===== src/rtl/fp_add_arbiter.sv =====
// Round-robin front end that time-shares one combinational FP32 adder among NUM_REQ requesters.
// Optional macro FP_ADD_ARB_ZERO_BYPASS_EN answers zero-operand requests locally without using the adder.
module fp_add_arbiter #(
  parameter int NUM_REQ = 4,
  localparam int ID_W = $clog2(NUM_REQ)
) (
  input  logic                 clk,
  input  logic                 rst,
  input  logic [NUM_REQ-1:0]   req_valid,
  output logic [NUM_REQ-1:0]   req_ready,
  input  logic [32*NUM_REQ-1:0] req_a,
  input  logic [32*NUM_REQ-1:0] req_b,
  input  logic [NUM_REQ-1:0]   req_op,
  output logic [31:0]          add_a,
  output logic [31:0]          add_b,
  output logic                 add_op,
  input  logic [31:0]          add_sum,
  input  logic                 add_zero,
  input  logic                 add_overflow,
  input  logic                 add_underflow,
  output logic                 resp_valid,
  input  logic                 resp_ready,
  output logic [31:0]          resp_sum,
  output logic [ID_W-1:0]      resp_id,
  output logic                 resp_zero,
  output logic                 resp_overflow,
  output logic                 resp_underflow
);

  typedef enum logic [1:0] {IDLE, EXEC, RESP} state_t;

  localparam logic [ID_W:0] NUM_REQ_W = (ID_W+1)'(NUM_REQ);

  state_t              state, next_state;
  logic [ID_W-1:0]     ptr, cur_id, grant_id;
  logic [NUM_REQ-1:0]  grant;
  logic                found, accept;
  logic [ID_W:0]       cand;
  logic [31:0]         op_a, op_b;
  logic                op_op;
  logic [31:0]         sel_a, sel_b;
  logic                sel_op;
  logic                bypass;
  logic [31:0]         bypass_sum;

  // Search upward from ptr+1 with wrap, so the last winner has lowest priority.
  always_comb begin
    grant    = '0;
    grant_id = '0;
    found    = 1'b0;
    cand     = '0;
    for (int k = 1; k <= NUM_REQ; k++) begin
      cand = {1'b0, ptr} + (ID_W+1)'(k);
      if (cand >= NUM_REQ_W) cand = cand - NUM_REQ_W;
      if (!found && req_valid[cand[ID_W-1:0]]) begin
        found                     = 1'b1;
        grant[cand[ID_W-1:0]]     = 1'b1;
        grant_id                  = cand[ID_W-1:0];
      end
    end
  end

  assign req_ready = (state == IDLE) ? grant : '0;
  assign accept    = |(req_valid & req_ready);
  assign sel_a     = req_a[{grant_id, 5'b0} +: 32];
  assign sel_b     = req_b[{grant_id, 5'b0} +: 32];
  assign sel_op    = req_op[grant_id];

  assign add_a  = op_a;
  assign add_b  = op_b;
  assign add_op = op_op;

`ifdef FP_ADD_ARB_ZERO_BYPASS_EN
  logic a_is_zero, b_is_zero;
  assign a_is_zero  = (sel_a[30:0] == 31'd0);
  assign b_is_zero  = (sel_b[30:0] == 31'd0);
  assign bypass     = a_is_zero | b_is_zero;
  // A zero operand reduces the result to the other operand (negated for A-B).
  assign bypass_sum = (a_is_zero && b_is_zero) ? 32'h0000_0000 :
                      a_is_zero ? {sel_b[31] ^ sel_op, sel_b[30:0]} : sel_a;
`else
  assign bypass     = 1'b0;
  assign bypass_sum = 32'h0000_0000;
`endif

  always_ff @(posedge clk or posedge rst) begin
    if (rst) state <= IDLE;
    else     state <= next_state;
  end

  always_comb begin
    next_state = state;
    case (state)
      IDLE:    if (accept) next_state = bypass ? RESP : EXEC;
      EXEC:    next_state = RESP;
      RESP:    if (resp_ready) next_state = IDLE;
      default: next_state = IDLE;
    endcase
  end

  always_ff @(posedge clk or posedge rst) begin
    if (rst) begin
      ptr            <= ID_W'(NUM_REQ-1);
      cur_id         <= '0;
      op_a           <= '0;
      op_b           <= '0;
      op_op          <= 1'b0;
      resp_valid     <= 1'b0;
      resp_sum       <= '0;
      resp_id        <= '0;
      resp_zero      <= 1'b0;
      resp_overflow  <= 1'b0;
      resp_underflow <= 1'b0;
    end else begin
      case (state)
        IDLE: if (accept) begin
          op_a   <= sel_a;
          op_b   <= sel_b;
          op_op  <= sel_op;
          cur_id <= grant_id;
          ptr    <= grant_id;
          if (bypass) begin
            resp_sum       <= bypass_sum;
            resp_zero      <= (bypass_sum[30:0] == 31'd0);
            resp_overflow  <= 1'b0;
            resp_underflow <= 1'b0;
            resp_id        <= grant_id;
            resp_valid     <= 1'b1;
          end
        end
        EXEC: begin
          resp_sum       <= add_sum;
          resp_zero      <= add_zero;
          resp_overflow  <= add_overflow;
          resp_underflow <= add_underflow;
          resp_id        <= cur_id;
          resp_valid     <= 1'b1;
        end
        RESP: if (resp_ready) resp_valid <= 1'b0;
        default: ;
      endcase
    end
  end

endmodule

===== config.mk =====
export PLATFORM = sky130hd
export DESIGN_NAME = fp_add_arbiter
export DESIGN_NICKNAME = d
export VERILOG_FILES = /design/src/rtl/fp_add_arbiter.sv
export SDC_FILE = /design/constraint.sdc
export NUM_CORES = 1
export LEC_CHECK = 0
export ABC_AREA = 0
export CAP_MARGIN = 0
export CORE_AREA = 8 8 154 156
export CTS_BUF_LIST = sky130_fd_sc_hd__clkbuf_8
export DETAILED_ROUTE_END_ITERATION = 16
export DIE_AREA = 0 0 162 164
export HOLD_SLACK_MARGIN = 0.12
export PLACE_DENSITY = 0.75
export SLEW_MARGIN = 0
export SYNTH_ARGS = -nofsm -noshare
export SYNTH_HDL_FRONTEND = slang
export SYNTH_SLANG_ARGS = --single-unit

===== constraint.sdc =====
create_clock -name clk -period 3.6 [get_ports clk]
set_input_delay 0.72 -clock clk [delete_from_list [all_inputs] [get_ports clk]]
set_output_delay 0.72 -clock clk [all_outputs]
set_load 0.1 [all_outputs]

==> results of run 1 <==
==> worst paths after layout <==
| path | start | to | slack (ps) | depth (start not counted) |
|---|---|---|---|---|
| worst max-delay path | ptr[0]$_DFFE_PP1P_ | req_ready[1] | 110 | 7 |
| worst min-delay path | add_a[31]$_DFFE_PP0P_ | add_a[31]$_DFFE_PP0P_ | 520 | 1 |
| max in group asynchronous | rst | add_b[14]$_DFFE_PP0P_ | 2320 | 3 |
| worst max register to register | ptr[0]$_DFFE_PP1P_ | add_b[24]$_DFFE_PP0P_ | 330 | 10 |
| min in group asynchronous | rst | resp_sum[6]$_DFFE_PP0P_ | 770 | 3 |
| worst min register to register | add_a[31]$_DFFE_PP0P_ | add_a[31]$_DFFE_PP0P_ | 520 | 1 |
==> synthesized netlist by cell type (2+ instances only) <==
cell	n
o22ai_1	4
buf_2	18
nor3_1	2
ha_1	8
buf_1	9
o32ai_1	2
nand2_1	10
a21oi_1	8
nand4_1	2
buf_4	2
mux2i_1	202
o21ai_0	3
dfstp_2	2
a31o_2	2
clkbuf_1	4
o211ai_1	2
nand2b_1	5
inv_1	8
a31oi_1	2
mux2_4	67
mux2_2	39
nor2_1	5
nand3_1	2
or2_2	2
dfrtp_1	107
nor3b_1	2
mux4_2	2
buf_6	8
==> area by class of cell <==
| class | instances | area [sq um] |
|---|---|---|
| repair buffers | 435 | 4412 |
| inverters | 8 | 35.03 |
| well taps | 280 | 350.3 |
| flip-flops and latches | 109 | 2730 |
| clock inverters | 7 | 80.08 |
| multi-input cells | 386 | 4146 |
| clock buffers | 9 | 123.9 |
| fillers | 1864 | 9473 |
==> cells by family (layout without fill, tap and decap cells) <==
group | Yosys count | after routing
muxes | 310 | 310
DFF | 109 | 109
adders and majority gates | 8 | 8
and+or+nand+nor | 35 | 35
buffers and inverters | 49 | 459
AOI/OAI and AO/OA | 33 | 33
==> through the flow <==
| stage | util | instance area (sq um) | hold WS (ps) | std cells |
|---|---|---|---|---|
| after floorplan | - | 7127 | 476.2 | 544 |
| after global placement | 0.5459 | 11660 | 486.4 | 1217 |
| after detailed placement | 0.5459 | 11660 | 492.2 | 1217 |
| after CTS | 0.5558 | 11870 | 521.3 | 1234 |
| after global routing | 0.5563 | 11880 | 534.8 | 1234 |
| final | 0.5563 | 11880 | 516.4 | 1234 |
==> sequential cells by signal, indices dropped and copies added (netlist names) <==
name	flops
resp_valid	1
add_a	32
resp_overflow	1
ptr	2
resp_sum	32
state	2
resp_underflow	1
cur_id	2
add_b	32
add_op	1
resp_id	2
resp_zero	1
==> timing repair <==
action	in CTS	in global routing
resized for setup	0	3
setup buffers	1	0
hold buffers	0	0
pin swaps	0	1
setup endpoints to repair	3	1
==> cells in the final DEF, fill, tap and decap left out, types with 3 or more instances in the layout <==
master and instances:
nand2b_1 5, buf_4 26, o22ai_1 3, ha_1 7, inv_1 6, mux2_2 39
buf_12 12, clkbuf_8 9, inv_6 3, a21oi_1 7, clkdlybuf4s50_1 396, nand2_1 10
dfrtp_1 107, nor2_1 5, mux2_4 67, mux2i_1 200
==> per-layer routing <==
layer	part of all wire	vias to the layer above	GRT usage
met1	0.41	2854	0.2132
met4	0.018	0	0.05598
met2	0.49	277	0.3155
li1	-	2807	-
met3	0.079	22	0.05564
met5	0	-	0
==> flow_summary.ini, run 1 <==
[run_status]
status = completed

[worst_setup_path]
slowest_stage = mux4_2
cp-end-kind = output pin
cp.required_ps = 2880
crit_chain = inv_4, ha_4, mux4_2, a31o_2, a221oi_2, o32ai_4, buf_12
crit_family = compound AO/OA/AOI/OAI gates
path_class = reg2out
max_stage_delay_ps = 600
arrival_ps = 2770
cp.buffers_inverters = 2
crit_fanout = 8
cp-start-kind = register

[route]
via_count = 5960
viasPerCell = 4.830
drt-initial-drc-count = 280
final_antenna_net_count = 0
drc = 0
wire_per_inst_um = 20.25
firstDrtPassIters = 4
postRouteWirelength_um = 24990

[clock_tree]
clock-root-buffer = clkbuf_8
numCtsBuffers = 9
clock-sinks = 109
clk_latency_ps = 390
clkTransAtPathRegs_ps = 90
cts_tree = done
max-clock-path-buffers = 2
htreeDepth = 3

[logic_synthesis]
syn_avg_cell_area_sq_um = 12.97
muxShareOfSynthArea = 0.4980
yosys_warnings = 0
synth_seq_cells = 109
synthAdderAreaFrac = 0.01419
synth.distinct_cells = 43
synth_compound_area_frac = 0.03601
ys_seq_area_frac = 0.3871
netlist_top_cells_area = dfrtp_1 38%, mux2i_1 29%, mux2_4 14%, mux2_2 6.2%, ha_1 1.4%
synth_top_area_frac = 0.3796
synth_cells = 544
synth_nets = 854
synth_edf_count = 0
synth-simple-area-share = 0.02590
async_reset_ff_frac = 1.000
syn_area_sq_um = 7053
synth_flop_cell = dfrtp_1
synth_top_family_by_area = multiplexers
yosysTopAreaCell = dfrtp_1
synthXorXnorAreaFrac = 0

[global_route]
grt_pass1_vias = 6657
grt_pass1_wl_um = 38070
grt-ovfl-total = 0
grtUsageTotal = 0.1823
antenna_found_initial = 0
grt_max_degree = 110

[sta]
fin_skew_ps = 26.56
period_needed_ps = 3492
drv_slew = 0
tns_ps = 0
rsz0062_at_grt = false
setup_violations = 0
clock.fmax_mhz = 286.4
layout_setup_ws_ps = 108.0
relSlewSlack = 0.2014
fin_crit_sh = 0.9700
worst_slew_pin_slew_ps = 1195
hold_viol_final = 0

[die]
ios = 409
std_cell_rows = 54
fp.dieH_um = 164
start_util = 0.3303
dieWidth_um = 162
core_area_sq_um = 21350
dieArea_sq_um = 26570

[placement]
place_worst_setup_slack_ps = 80.96
portBuffers = 408
gp_congestion = 0.8165
dp_hpwl_um = 20170

[min_path]
hp-class = reg2reg

[layout]
drive_gt1_frac = 0.1918
final_net_count = 1259
antenna_cells = 0
area_growth_pct = 68.40

[flow_run]
cap_viol_max_count = 0
Power of run 1 is left out: the tool's default activity adds up to more than one toggle a clock period on the data nets, which glitch-free logic cannot reach.
==> run 2: changes to the inputs <==
--- a/config.mk
+++ b/config.mk
@@ -7,12 +7,11 @@
 export LEC_CHECK = 0
 export ABC_AREA = 0
 export CAP_MARGIN = 0
-export CORE_AREA = 8 8 154 156
+export CORE_AREA = 2 2 161 163
 export CTS_BUF_LIST = sky130_fd_sc_hd__clkbuf_8
 export DETAILED_ROUTE_END_ITERATION = 16
-export DIE_AREA = 0 0 162 164
+export DIE_AREA = 0 0 163 165
 export HOLD_SLACK_MARGIN = 0.12
-export PLACE_DENSITY = 0.75
 export SLEW_MARGIN = 0
 export SYNTH_ARGS = -nofsm -noshare
 export SYNTH_HDL_FRONTEND = slang
==> flow_summary.ini, run 2 (synthesis gave the netlist of run 1 again) <==
[sta]
hold_viol_final = 0
fin_crit_sh = 0.9664
fin_skew_ps = 20.04
drv_slew = 0
relSlewSlack = 0.2607
setup_violations = 0
worst_slew_pin_slew_ps = 1107
period_needed_ps = 3479
clock.fmax_mhz = 287.4

[clock_tree]
cts_tree = done
cts_hold_buffers = 0
max-clock-path-buffers = 2
clock-sinks = 109
clkTransAtPathRegs_ps = 110
numCtsBuffers = 9
clk_latency_ps = 400
htreeDepth = 3
clock-root-buffer = clkbuf_8

[worst_setup_path]
slowest_stage = dfstp_2
cp.buffers_inverters = 3
crit_family = flip-flops
r2r_start = ptr[0]$_DFFE_PP1P_
crit_fanout = 8
crit_chain = inv_4, ha_4, mux4_2, buf_4, a31oi_2, o211a_1, o21a_1, buf_12
arrival_ps = 2760
path_class = reg2out
cp.depth = 8
reg2reg_to = add_a[20]$_DFFE_PP0P_
reg2reg_depth = 10
cp-end-kind = output pin
cp-start-kind = register
startpoint = ptr[0]$_DFFE_PP1P_
r2r_slack_ps = 390
max_stage_delay_ps = 570
cp.required_ps = 2880
endpoint = req_ready[3]

[route]
viasPerCell = 4.540
wire_per_inst_um = 18.20
drc = 0
firstDrtPassIters = 4
drt-initial-drc-count = 214
via_count = 5897
final_antenna_net_count = 0
postRouteWirelength_um = 23640

[placement]
gp_congestion = 0.8083
dp_hpwl_um = 18890
portBuffers = 408
dp_cells = 1282

[global_route]
grtUsageTotal = 0.1712
grt-ovfl-total = 0
grt_pass1_wl_um = 34960
grt_max_degree = 40
antenna_found_initial = 0
grt_pass1_vias = 6117

[layout]
layout_common_cells = 393 x clkdlybuf4s50_1, 202 x mux2i_1, 107 x dfrtp_1
stdcell_count = 1299
drive_gt1_frac = 0.2085
antenna_cells = 0
final_net_count = 1274
final_common_cell = clkdlybuf4s50_1
area_growth_pct = 71.53
nFillCells = 2348

[run_status]
status = completed

[die]
std_cell_rows = 58
dieWidth_um = 163
core_area_sq_um = 25040
fp.dieH_um = 165
dieArea_sq_um = 26900
start_util = 0.2817
ios = 409

[flow_run]
cap_viol_max_count = 0

[min_path]
hp-class = reg2reg
-- run 2: changes by cell type in the layout (fill, tap and decap cells not counted), sizes merged --
cell	change
buf	+19
clkdlybuf4s50	-3
clkinv	+2
bufinv	-1
dlymetal6s2s	-1
inv	-1
-- run 2: worst reg2reg max path: stages (launching register included) --
cell      delay [ps]
dfstp_2          570
inv_4             60
ha_4             320
mux4_2           570
a31o_2           260
a221oi_4         230
o32ai_4          150
a22oi_2          230
o211ai_4         170
buf_12           230
mux2_4           330
-- run 2: what timing repair did --
action                     in CTS  in global routing
setup endpoints to repair       0                  2
resized for setup               0                  2
buffers inserted                0                  1
-- run 2: metrics by stage --
stage	setup WS (ps)	hold slack, ps	util	instance area, sq um	TNS, ps
floorplan	9.361	476.2	-	7127	0
CTS	26.06	523.3	0.4822	12070	0
finish	121.1	517.4	0.4832	12100	0
global route	-27.38	530.5	0.4832	12100	-27.38
detailed placement	140.7	494.2	0.4742	11870	0
global placement	178.3	488.3	0.4742	11870	0
-- run 2: area by class of cell --
cell class,count,area [sq um],share of cell area
Timing Repair Buffer,450,4562,0.3771
Tap cell,330,412.9,0.03413
Sequential cell,109,2730,0.2257
Clock buffer,9,123.9,0.01024
Clock inverter,7,77.57,0.006412
Inverter,8,35.03,0.002896
Multi-Input combinational cell,386,4156,0.3436
-- run 2: how the worst min path moves through the flow --
stage / to / slack [ps] / from / depth (start not counted)
6_report: resp_sum[23]$_DFFE_PP0P_ / 520 / resp_sum[23]$_DFFE_PP0P_ / 1
5_1_grt: resp_sum[24]$_DFFE_PP0P_ / 530 / resp_sum[24]$_DFFE_PP0P_ / 1
4_1_cts: add_b[0]$_DFFE_PP0P_ / 520 / add_b[0]$_DFFE_PP0P_ / 1
3_5_place_dp: add_b[29]$_DFFE_PP0P_ / 490 / add_b[29]$_DFFE_PP0P_ / 1
3_3_place_gp: resp_sum[9]$_DFFE_PP0P_ / 490 / resp_sum[9]$_DFFE_PP0P_ / 1
2_1_floorplan: cur_id[0]$_DFFE_PP0P_ / 480 / cur_id[0]$_DFFE_PP0P_ / 1
-- run 2: routing by layer --
metal | GRT usage | vias up | share of wire
met5 | 0 | - | 0
met4 | 0.04586 | 0 | 0.013
met3 | 0.04872 | 20 | 0.084
met2 | 0.3101 | 260 | 0.51
met1 | 0.1975 | 2780 | 0.39
li1 | - | 2837 | -
Power of run 2 is left out for the same reason.
